`src/rtl/player_input_ctrl.sv`:
```
// player_input_ctrl
//   Front end for the player sprite block. It turns raw board buttons into a
//   clamped player column and a missile toggle vector. The block runs in the
//   31.5 MHz pixel clock domain.
//
//   Ports
//     clk            pixel clock
//     rst            asynchronous, active-low reset
//     btn_left       raw left button (asynchronous)
//     btn_right      raw right button (asynchronous)
//     btn_fire       raw fire button (asynchronous)
//     missle_en_xor  in-flight status per missile slot (1 = in flight)
//     btn_col        player sprite column
//     btn_missle_en  missile toggle vector; bits 7:3 are always 0
//     fire_pulse     one-cycle strobe when a shot is launched
//
//   Handshake: none. The outputs are plain registered levels. btn_missle_en
//   changes in the same cycle that fire_pulse is high. The player block
//   reports the result through missle_en_xor, and this block samples that
//   input combinationally.
//
//   Configuration macro: PLAYER_AUTOFIRE_EN
//     When defined, holding fire repeats a shot every FIRE_COOLDOWN+1 cycles
//     while a slot is free. When undefined, each press fires one shot.
module player_input_ctrl #(
  parameter int DEBOUNCE_CYCLES = 315000,
  parameter int MOVE_CYCLES     = 262144,
  parameter int STEP            = 2,
  parameter int COL_MIN         = 0,
  parameter int COL_MAX         = 624,
  parameter int COL_INIT        = 312,
  parameter int FIRE_COOLDOWN   = 3150000
) (
  input  logic        clk,
  input  logic        rst,
  input  logic        btn_left,
  input  logic        btn_right,
  input  logic        btn_fire,
  input  logic [7:0]  missle_en_xor,
  output logic [11:0] btn_col,
  output logic [7:0]  btn_missle_en,
  output logic        fire_pulse
);

  localparam int DB_W = (DEBOUNCE_CYCLES > 1) ? $clog2(DEBOUNCE_CYCLES) : 1;
  localparam int MV_W = (MOVE_CYCLES > 1) ? $clog2(MOVE_CYCLES) : 1;
  localparam int CD_W = (FIRE_COOLDOWN > 1) ? $clog2(FIRE_COOLDOWN) : 1;

  localparam logic [DB_W-1:0] DB_LAST     = DB_W'(DEBOUNCE_CYCLES - 1);
  localparam logic [MV_W-1:0] MV_LAST     = MV_W'(MOVE_CYCLES - 1);
  // COOLDOWN lasts CD_LOAD+1 cycles. Add the launch cycle in IDLE and the
  // shot-to-shot spacing comes to FIRE_COOLDOWN+1 cycles.
  localparam logic [CD_W-1:0] CD_LOAD     = CD_W'(FIRE_COOLDOWN - 1);
  localparam logic [11:0]     COL_MIN_C   = 12'(COL_MIN);
  localparam logic [11:0]     COL_MAX_C   = 12'(COL_MAX);
  localparam logic [11:0]     COL_INIT_C  = 12'(COL_INIT);
  localparam logic [11:0]     STEP_C      = 12'(STEP);
  // The limits are compared before the subtraction, so the column never
  // underflows past zero.
  localparam logic [11:0]     LEFT_LIMIT  = 12'(COL_MIN + STEP);
  localparam logic [11:0]     RIGHT_LIMIT = 12'(COL_MAX - STEP);

  // Button index: 0 = left, 1 = right, 2 = fire
  logic [2:0]      raw;
  logic [2:0]      sync1_q, sync2_q;
  logic [2:0]      db_q;
  logic [DB_W-1:0] db_cnt_q [3];

  assign raw = {btn_fire, btn_right, btn_left};

  // Two-flop synchroniser, followed by a debounce counter for each button.
  always_ff @(posedge clk or negedge rst) begin
    if (!rst) begin
      sync1_q <= '0;
      sync2_q <= '0;
      db_q    <= '0;
      for (int i = 0; i < 3; i++) db_cnt_q[i] <= '0;
    end else begin
      sync1_q <= raw;
      sync2_q <= sync1_q;
      for (int i = 0; i < 3; i++) begin
        if (sync2_q[i] == db_q[i]) begin
          db_cnt_q[i] <= '0;
        end else if (db_cnt_q[i] == DB_LAST) begin
          db_q[i]     <= sync2_q[i];
          db_cnt_q[i] <= '0;
        end else begin
          db_cnt_q[i] <= db_cnt_q[i] + DB_W'(1);
        end
      end
    end
  end

  // Move tick: a free-running counter with a one-cycle tick at wrap.
  logic [MV_W-1:0] mv_cnt_q;
  logic            tick;

  assign tick = (mv_cnt_q == MV_LAST);

  always_ff @(posedge clk or negedge rst) begin
    if (!rst) mv_cnt_q <= '0;
    else      mv_cnt_q <= tick ? '0 : mv_cnt_q + MV_W'(1);
  end

  // Column update
  logic [11:0] col_q, col_d;

  always_comb begin
    col_d = col_q;
    if (tick) begin
      if (db_q[0] && !db_q[1]) begin
        col_d = (col_q < LEFT_LIMIT) ? COL_MIN_C : col_q - STEP_C;
      end else if (db_q[1] && !db_q[0]) begin
        col_d = (col_q > RIGHT_LIMIT) ? COL_MAX_C : col_q + STEP_C;
      end
    end
  end

  always_ff @(posedge clk or negedge rst) begin
    if (!rst) col_q <= COL_INIT_C;
    else      col_q <= col_d;
  end

  // Slot select: the lowest free slot among 0..2
  logic       slot_free;
  logic [2:0] slot_mask;
  logic       unused_xor_hi;

  assign unused_xor_hi = ^missle_en_xor[7:3];

  always_comb begin
    slot_free = 1'b1;
    slot_mask = 3'b000;
    if (!missle_en_xor[0])      slot_mask = 3'b001;
    else if (!missle_en_xor[1]) slot_mask = 3'b010;
    else if (!missle_en_xor[2]) slot_mask = 3'b100;
    else                        slot_free = 1'b0;
  end

  // Fire FSM
  typedef enum logic [1:0] {
    ST_IDLE         = 2'd0,
    ST_COOLDOWN     = 2'd1,
    ST_WAIT_RELEASE = 2'd2
  } fire_state_t;

  fire_state_t     state_q;
  logic            fire_prev_q;
  logic [CD_W-1:0] cd_cnt_q;
  logic [2:0]      en_q;
  logic            pulse_q;
  logic            fire_rise;
  logic            fire_req;

  assign fire_rise = db_q[2] & ~fire_prev_q;
`ifdef PLAYER_AUTOFIRE_EN
  // A held button launches again. A rising edge implies that the button is held.
  assign fire_req = db_q[2] | fire_rise;
`else
  assign fire_req = fire_rise;
`endif

  always_ff @(posedge clk or negedge rst) begin
    if (!rst) begin
      state_q     <= ST_IDLE;
      fire_prev_q <= 1'b0;
      cd_cnt_q    <= '0;
      en_q        <= 3'b000;
      pulse_q     <= 1'b0;
    end else begin
      fire_prev_q <= db_q[2];
      pulse_q     <= 1'b0;
      case (state_q)
        ST_IDLE: begin
          if (fire_req) begin
            if (slot_free) begin
              en_q     <= en_q ^ slot_mask;
              pulse_q  <= 1'b1;
              cd_cnt_q <= CD_LOAD;
              state_q  <= ST_COOLDOWN;
            end else begin
`ifndef PLAYER_AUTOFIRE_EN
              // All slots are busy, so the press is used up without a shot.
              state_q <= ST_WAIT_RELEASE;
`endif
            end
          end
        end
        ST_COOLDOWN: begin
          if (cd_cnt_q == '0) begin
`ifdef PLAYER_AUTOFIRE_EN
            state_q <= ST_IDLE;
`else
            state_q <= ST_WAIT_RELEASE;
`endif
          end else begin
            cd_cnt_q <= cd_cnt_q - CD_W'(1);
          end
        end
        ST_WAIT_RELEASE: begin
          if (!db_q[2]) state_q <= ST_IDLE;
        end
        default: state_q <= ST_IDLE;
      endcase
    end
  end

  assign btn_col       = col_q;
  assign btn_missle_en = {5'b00000, en_q};
  assign fire_pulse    = pulse_q;

endmodule

```
`config.mk`:
```
export PLATFORM = sky130hd
export DESIGN_NAME = player_input_ctrl
export DESIGN_NICKNAME = d
export VERILOG_FILES = /design/src/rtl/player_input_ctrl.sv
export SDC_FILE = /design/constraint.sdc
export NUM_CORES = 1
export LEC_CHECK = 0
export CORE_AREA = 2 2 152 124
export CTS_CLUSTER_DIAMETER = 200
export DETAILED_ROUTE_END_ITERATION = 12
export DIE_AREA = 0 0 154 126
export PLACE_DENSITY = 0.57
export SLEW_MARGIN = 10
export SYNTH_ARGS = -nofsm -noshare
export SYNTH_HDL_FRONTEND = slang
export SYNTH_SLANG_ARGS = --single-unit
```
`constraint.sdc`:
```
create_clock -name clk -period 3.4 [get_ports clk]
set_input_delay 0.68 -clock clk [delete_from_list [all_inputs] [get_ports clk]]
set_output_delay 0.68 -clock clk [all_outputs]
set_load 0.005 [all_outputs]
```
## Word level (Yosys, flattened, before mapping)

Cells that the tools add are included.

| storage, ports and cells | value |
|---|---|
| logic and storage cells | 88 |
| output and inout port bits | 21 |
| memories | 0 |
| bits in writable memories | 0 |
| register bits after elaboration | 125 |
| latch bits | 0 |
| bits in read-only memories | 0 |
| input port bits | 13 |

| cells by class | value |
|---|---|
| multiplexer cells | 29 |
| shift-type cells | 0 |
| eq/ne operators | 14 |
| magnitude comparators | 2 |
| bitwise operators | 6 |
| multiply operators | 0 |
| add/sub/neg operators | 7 |
| divide/modulo/power cells | 0 |
| reductions and logical operators | 15 |

Operators by type and width:

| kind | number |
|---|---|
| 19-bit two-way mux | 6 |
| 22-bit two-way mux | 3 |
| 19-bit by 1-bit adder with 19-bit output (second input constant) | 3 |
| 19-bit == test (second input constant) | 3 |
| 12-bit two-way mux | 4 |
| 22-bit one-hot mux with 2 select lines | 1 |
| 22-bit logical NOT | 1 |
| 22-bit by 1-bit subtractor with 22-bit output (second input constant) | 1 |
| 18-bit by 1-bit adder with 18-bit output (second input constant) | 1 |
| 18-bit == test (second input constant) | 1 |
| 18-bit two-way mux | 1 |
| 12-bit by 2-bit adder with 12-bit output (second input constant) | 1 |
| 12-bit by 10-bit > comparator with 1-bit output (second input constant) | 1 |
| 12-bit by 2-bit less-than comparator with 1-bit output (second input constant) | 1 |
| 12-bit by 2-bit subtractor with 12-bit output (second input constant) | 1 |
| 2-bit inequality test (second input constant) | 5 |
| 3-bit two-way mux | 3 |
| 2-bit two-way mux | 4 |
| 2-bit AND reduction | 4 |
| 1-bit two-way mux | 6 |
| 2-bit one-hot mux with 3 select lines | 1 |
| 3-bit AND reduction | 2 |
| 1-bit inverter | 4 |
| 4-bit AND reduction | 1 |
| 9 further kinds | 14 |

## Logic depth before layout (Yosys ltp)

| depth | value |
|---|---|
| depth after elaboration | 6 |
| mapped depth | 8 |
| depth with buffers taken out | 7 |

## Worst setup path before layout

OpenSTA, ideal clock, no wires.

| path | value |
|---|---|
| path kind | register to register |
| start point | register col_q[1] (netlist: btn_col[1]) |
| end point | register col_q[11] (netlist: btn_col[11]) |
| data required time | 3,334 ps |
| setup time | 66 ps |
| data arrival time | 2,244 ps |
| path slack | 1,090 ps |
| path buffers | 0 |
| clock period less this slack | 2,310 ps |
| cell stages (with the launch flop) | 8 |
| path through | dfrtp_1 > inv_1 > ha_1 > or4b_4 > or4_4 > or4_1 > o21ai_1 > a22o_1 |

| on the way | value |
|---|---|
| word-level cells in the longest chain between the ends | 4 |
| elaborated cells on any way between the ends | 8 |
| those cells by class | 2 x add/sub; 2 x order compare; 4 x mux |

Ends and longest elaborated chain:

| element | line | source |
|---|---|---|
| start, declared | 106 | `logic [11:0] col_q, col_d;` |
| start signal, assigned | 121 | `else col_q <= col_d;` |
| 12-bit by 2-bit adder with 12-bit output or 12-bit by 10-bit > comparator with 1-bit output (tied branches) | 114 | `col_d = (col_q > RIGHT_LIMIT) ? COL_MAX_C : col_q + STEP_C;` |
| 12-bit two-way mux | 114 |  |
| 12-bit two-way mux | 113 | `end else if (db_q[1] && !db_q[0]) begin` |
| 12-bit two-way mux (*) | 111 | `if (db_q[0] && !db_q[1]) begin` |

Every way passes the cells marked *; elsewhere a longest branch is shown, timed or not. The select of a mux whose other input is x is not followed.
A chain may end at the register's enable or synchronous reset.

## Worst setup path in the final report

Ends and elaborated chain as after synthesis.

==> impl_metrics.env <==
export IMPL_mostFrequentLayoutCell="dfrtp_1"
export IMPL_min_period_ns=2.53
export IMPL_timing_final_ws_setup_ns=0.868
export IMPL_dpl_worst_slack_ns=0.889
export IMPL_nNetsFinal=675
export IMPL_cts_setup_buffers=0
export IMPL_hold_class="in2async"
export IMPL_insertion_delay_ns=0.41
export IMPL_cts_max_level=4
export IMPL_syn_area_sq_um=6190
export IMPL_startpoint_type="register"
export IMPL_synth_area_per_cell_sq_um=9.81
export IMPL_synth_edf_count=0
export IMPL_place_hpwl_um=8220
export IMPL_crit_type="reg2reg"
export IMPL_hold_buffers=0
export IMPL_antenna_left=0
export IMPL_finalHoldViolCount=0
export IMPL_gp_congestion=0.812
export IMPL_max_slew_worst_pin_slew_ns=1.01
export IMPL_drt_iter0_drc=248
export IMPL_crit_chain="inv_1, ha_1, or4b_4, or4_4, or4_1, o21ai_1, a22o_1"
export IMPL_rsz0062_at_grt="no"
export IMPL_port_buffers=22
export IMPL_synth_seq_cells=124
export IMPL_cp_end_kind="register"
export IMPL_cp_top_family="simple AND/OR/NAND/NOR gates"
export IMPL_finalInstanceArea_sq_um=7220
export IMPL_cts_buffers=17
export IMPL_drive_gt1_share_pct=8.55
export IMPL_async_flop_share_pct=100
export IMPL_maxCapViolCount=0
export IMPL_clk_pin_slew_ns=0.06
export IMPL_cp_slowest_cell="dfrtp_1"
export IMPL_yosysTopAreaCellShare_pct=48.5
export IMPL_ys_warnings_count=0
export IMPL_power_density_nw_per_um2=473
export IMPL_fin_skew_ns=0.00623
export IMPL_cp_max_fo=10
export IMPL_final_cells=897
export IMPL_die_h_um=126
export IMPL_ys_seq_area_share_pct=50.2
export IMPL_design_die_area_sq_um=19400
export IMPL_num_vias=4589
export IMPL_grt_use_total_pct=13.5
export IMPL_fin_crit_sh_pct=74.5
export IMPL_whs_ns=0.305
export IMPL_grt_pass1_wl_um=21600
export IMPL_layout_common_cells="dfrtp_1 (120), nor2_1 (107), nand3_1 (41), xnor2_1 (41), xor2_1 (38)"
export IMPL_firstDrtPassIters=4
export IMPL_overflow=0
export IMPL_syn2layout_area_growth_pct=16.7
export IMPL_setup_viol=0
export IMPL_drc=0
export IMPL_ctsResizeCount=0
export IMPL_pin_count=34
export IMPL_place_area_sq_um=6610
export IMPL_grt_antenna_before_repair=0
export IMPL_ys_flop_type="dfrtp_1"
export IMPL_initial_utilization_pct=34.6
export IMPL_root_buffer="clkbuf_16"
export IMPL_crit_buf_inv=1
export IMPL_cp_required_ns=3.74
export IMPL_clockBufferDepth=2
export IMPL_max_freq_ghz=0.395
export IMPL_via_per_inst=5.12
export IMPL_postSynthCellCount=631
export IMPL_wl_um=12300
export IMPL_core_area_sq_um=17900
export IMPL_cts_tree="done"
export IMPL_cp_slowest_stage_delay_ns=0.49
export IMPL_finalSetupTns_ns=0
export IMPL_post_drt_wl_per_cell_um=13.7
export IMPL_core_rowCount=44
export IMPL_irDropWorstVdd_mv=0.228
export IMPL_synth_distinct_cells=65
export IMPL_num_antenna_cells=0
export IMPL_crit_arrival_ns=2.88
export IMPL_grt_max_degree=53
export IMPL_grt_pass1_vias=4485
export IMPL_slew_violations=0
export IMPL_yosysTopAreaCell="dfrtp_1"
export IMPL_fill_cells=1704
export IMPL_maxSlewHeadroom_pct=30.7
export IMPL_power_leakage_nw=2.97
export IMPL_cts_sinks=124
export IMPL_synthTopCellsByArea="dfrtp_1 (49%), nor2_1 (6.5%), xnor2_1 (5.8%), xor2_1 (5.4%), nand3_1 (3.3%)"
export IMPL_status="finished clean"
export IMPL_dp_cells=865
export IMPL_die_w_um=154
-- area by class of cell --
type,instances,area [sq um],share of cell area (%)
timing repair buffer,27,255,3.53
tap,230,288,3.98
clock buffer,19,443,6.13
clock inverter,13,166,2.30
sequential,124,3110,43.0
multi-input combinational,467,2900,40.1
inverter,17,63.8,0.884
-- worst paths after layout --
check / from / endpoint / slack [ns] / cells after the start
worst max-delay path: btn_col[1] / btn_col[11] / 0.87 / 7
worst min-delay path: rst / mv_cnt_q[6] / 0.31 / 1
worst max register to register: btn_col[1] / btn_col[11] / 0.87 / 7
worst min register to register: sync1_q[2] / sync2_q[2] / 0.35 / 0
max in group asynchronous: rst / cd_cnt_q[1] / 2.29 / 2
min in group clk: sync1_q[2] / sync2_q[2] / 0.35 / 0
-- report_power, final --
part,internal [mW],switching [mW]
logic,0.0194,0.0496
registers,1.49,0.0109
clock network,1.18,0.667
-- cells in the mapped netlist (all sizes together), types with 2 or more instances --
cell     instances
dfstp            4
nand3           41
o31ai           12
and4             5
xnor2           41
a31oi            2
a31o             2
o41ai            3
or4              9
or2              4
o311ai           2
nand3b           2
a211oi           4
nor4            12
o21ai           13
mux2             3
nor2b            3
xor2            38
clkbuf          20
and2             2
ha               8
mux2i            2
nor3            22
o211ai           4
nor2           107
nand4           21
a2bb2oi          2
or3              8
or4b             2
inv             17
nand4b           3
a21oi           12
a311oi           2
a2111oi          3
nor4b            2
and3            13
nor3b            2
dfrtp          120
buf              8
nand2           37
-- state kept, by name, indices dropped and copies added (netlist names) --
register / count
fire_prev_q: 1
db_q: 3
state_q: 2
mv_cnt_q: 18
sync1_q: 3
db_cnt_q: 57
btn_col: 11
cd_cnt_q: 22
sync2_q: 3
fire_pulse: 1
en_q: 3
-- metal layers --
layer / share of wire, % / vias up / global-route usage (%)
li1: - / 2270 / -
met1: 51 / 2255 / 19.1
met2: 46 / 57 / 20.0
met3: 3.0 / 7 / 3.82
met4: 0.51 / 0 / 4.12
met5: 0 / - / 0
-- cells by family (layout without fill, tap and decap cells) --
group | after synthesis | in the layout | synth area share (%)
buffers and inverters | 45 | 76 | 3.24
multiplexers | 5 | 5 | 0.870
other | 1 | 6 | 0.0606
AND/OR/NAND/NOR | 296 | 296 | 24.3
flip-flops | 124 | 124 | 50.2
adder cells (fa/ha/maj) | 8 | 8 | 1.62
AO/OA/AOI/OAI | 73 | 73 | 8.53
XOR/XNOR | 79 | 79 | 11.2
-- stage by stage --
stage | util [%] | total power [mW]
floorplan | - | 1.55
global placement | 37.0 | 1.60
detailed placement | 37.0 | 1.60
CTS | 40.4 | 3.47
global route | 40.4 | 3.55
finish | 40.4 | 3.41
No activity file was read; power rests on OpenSTA's default activity.
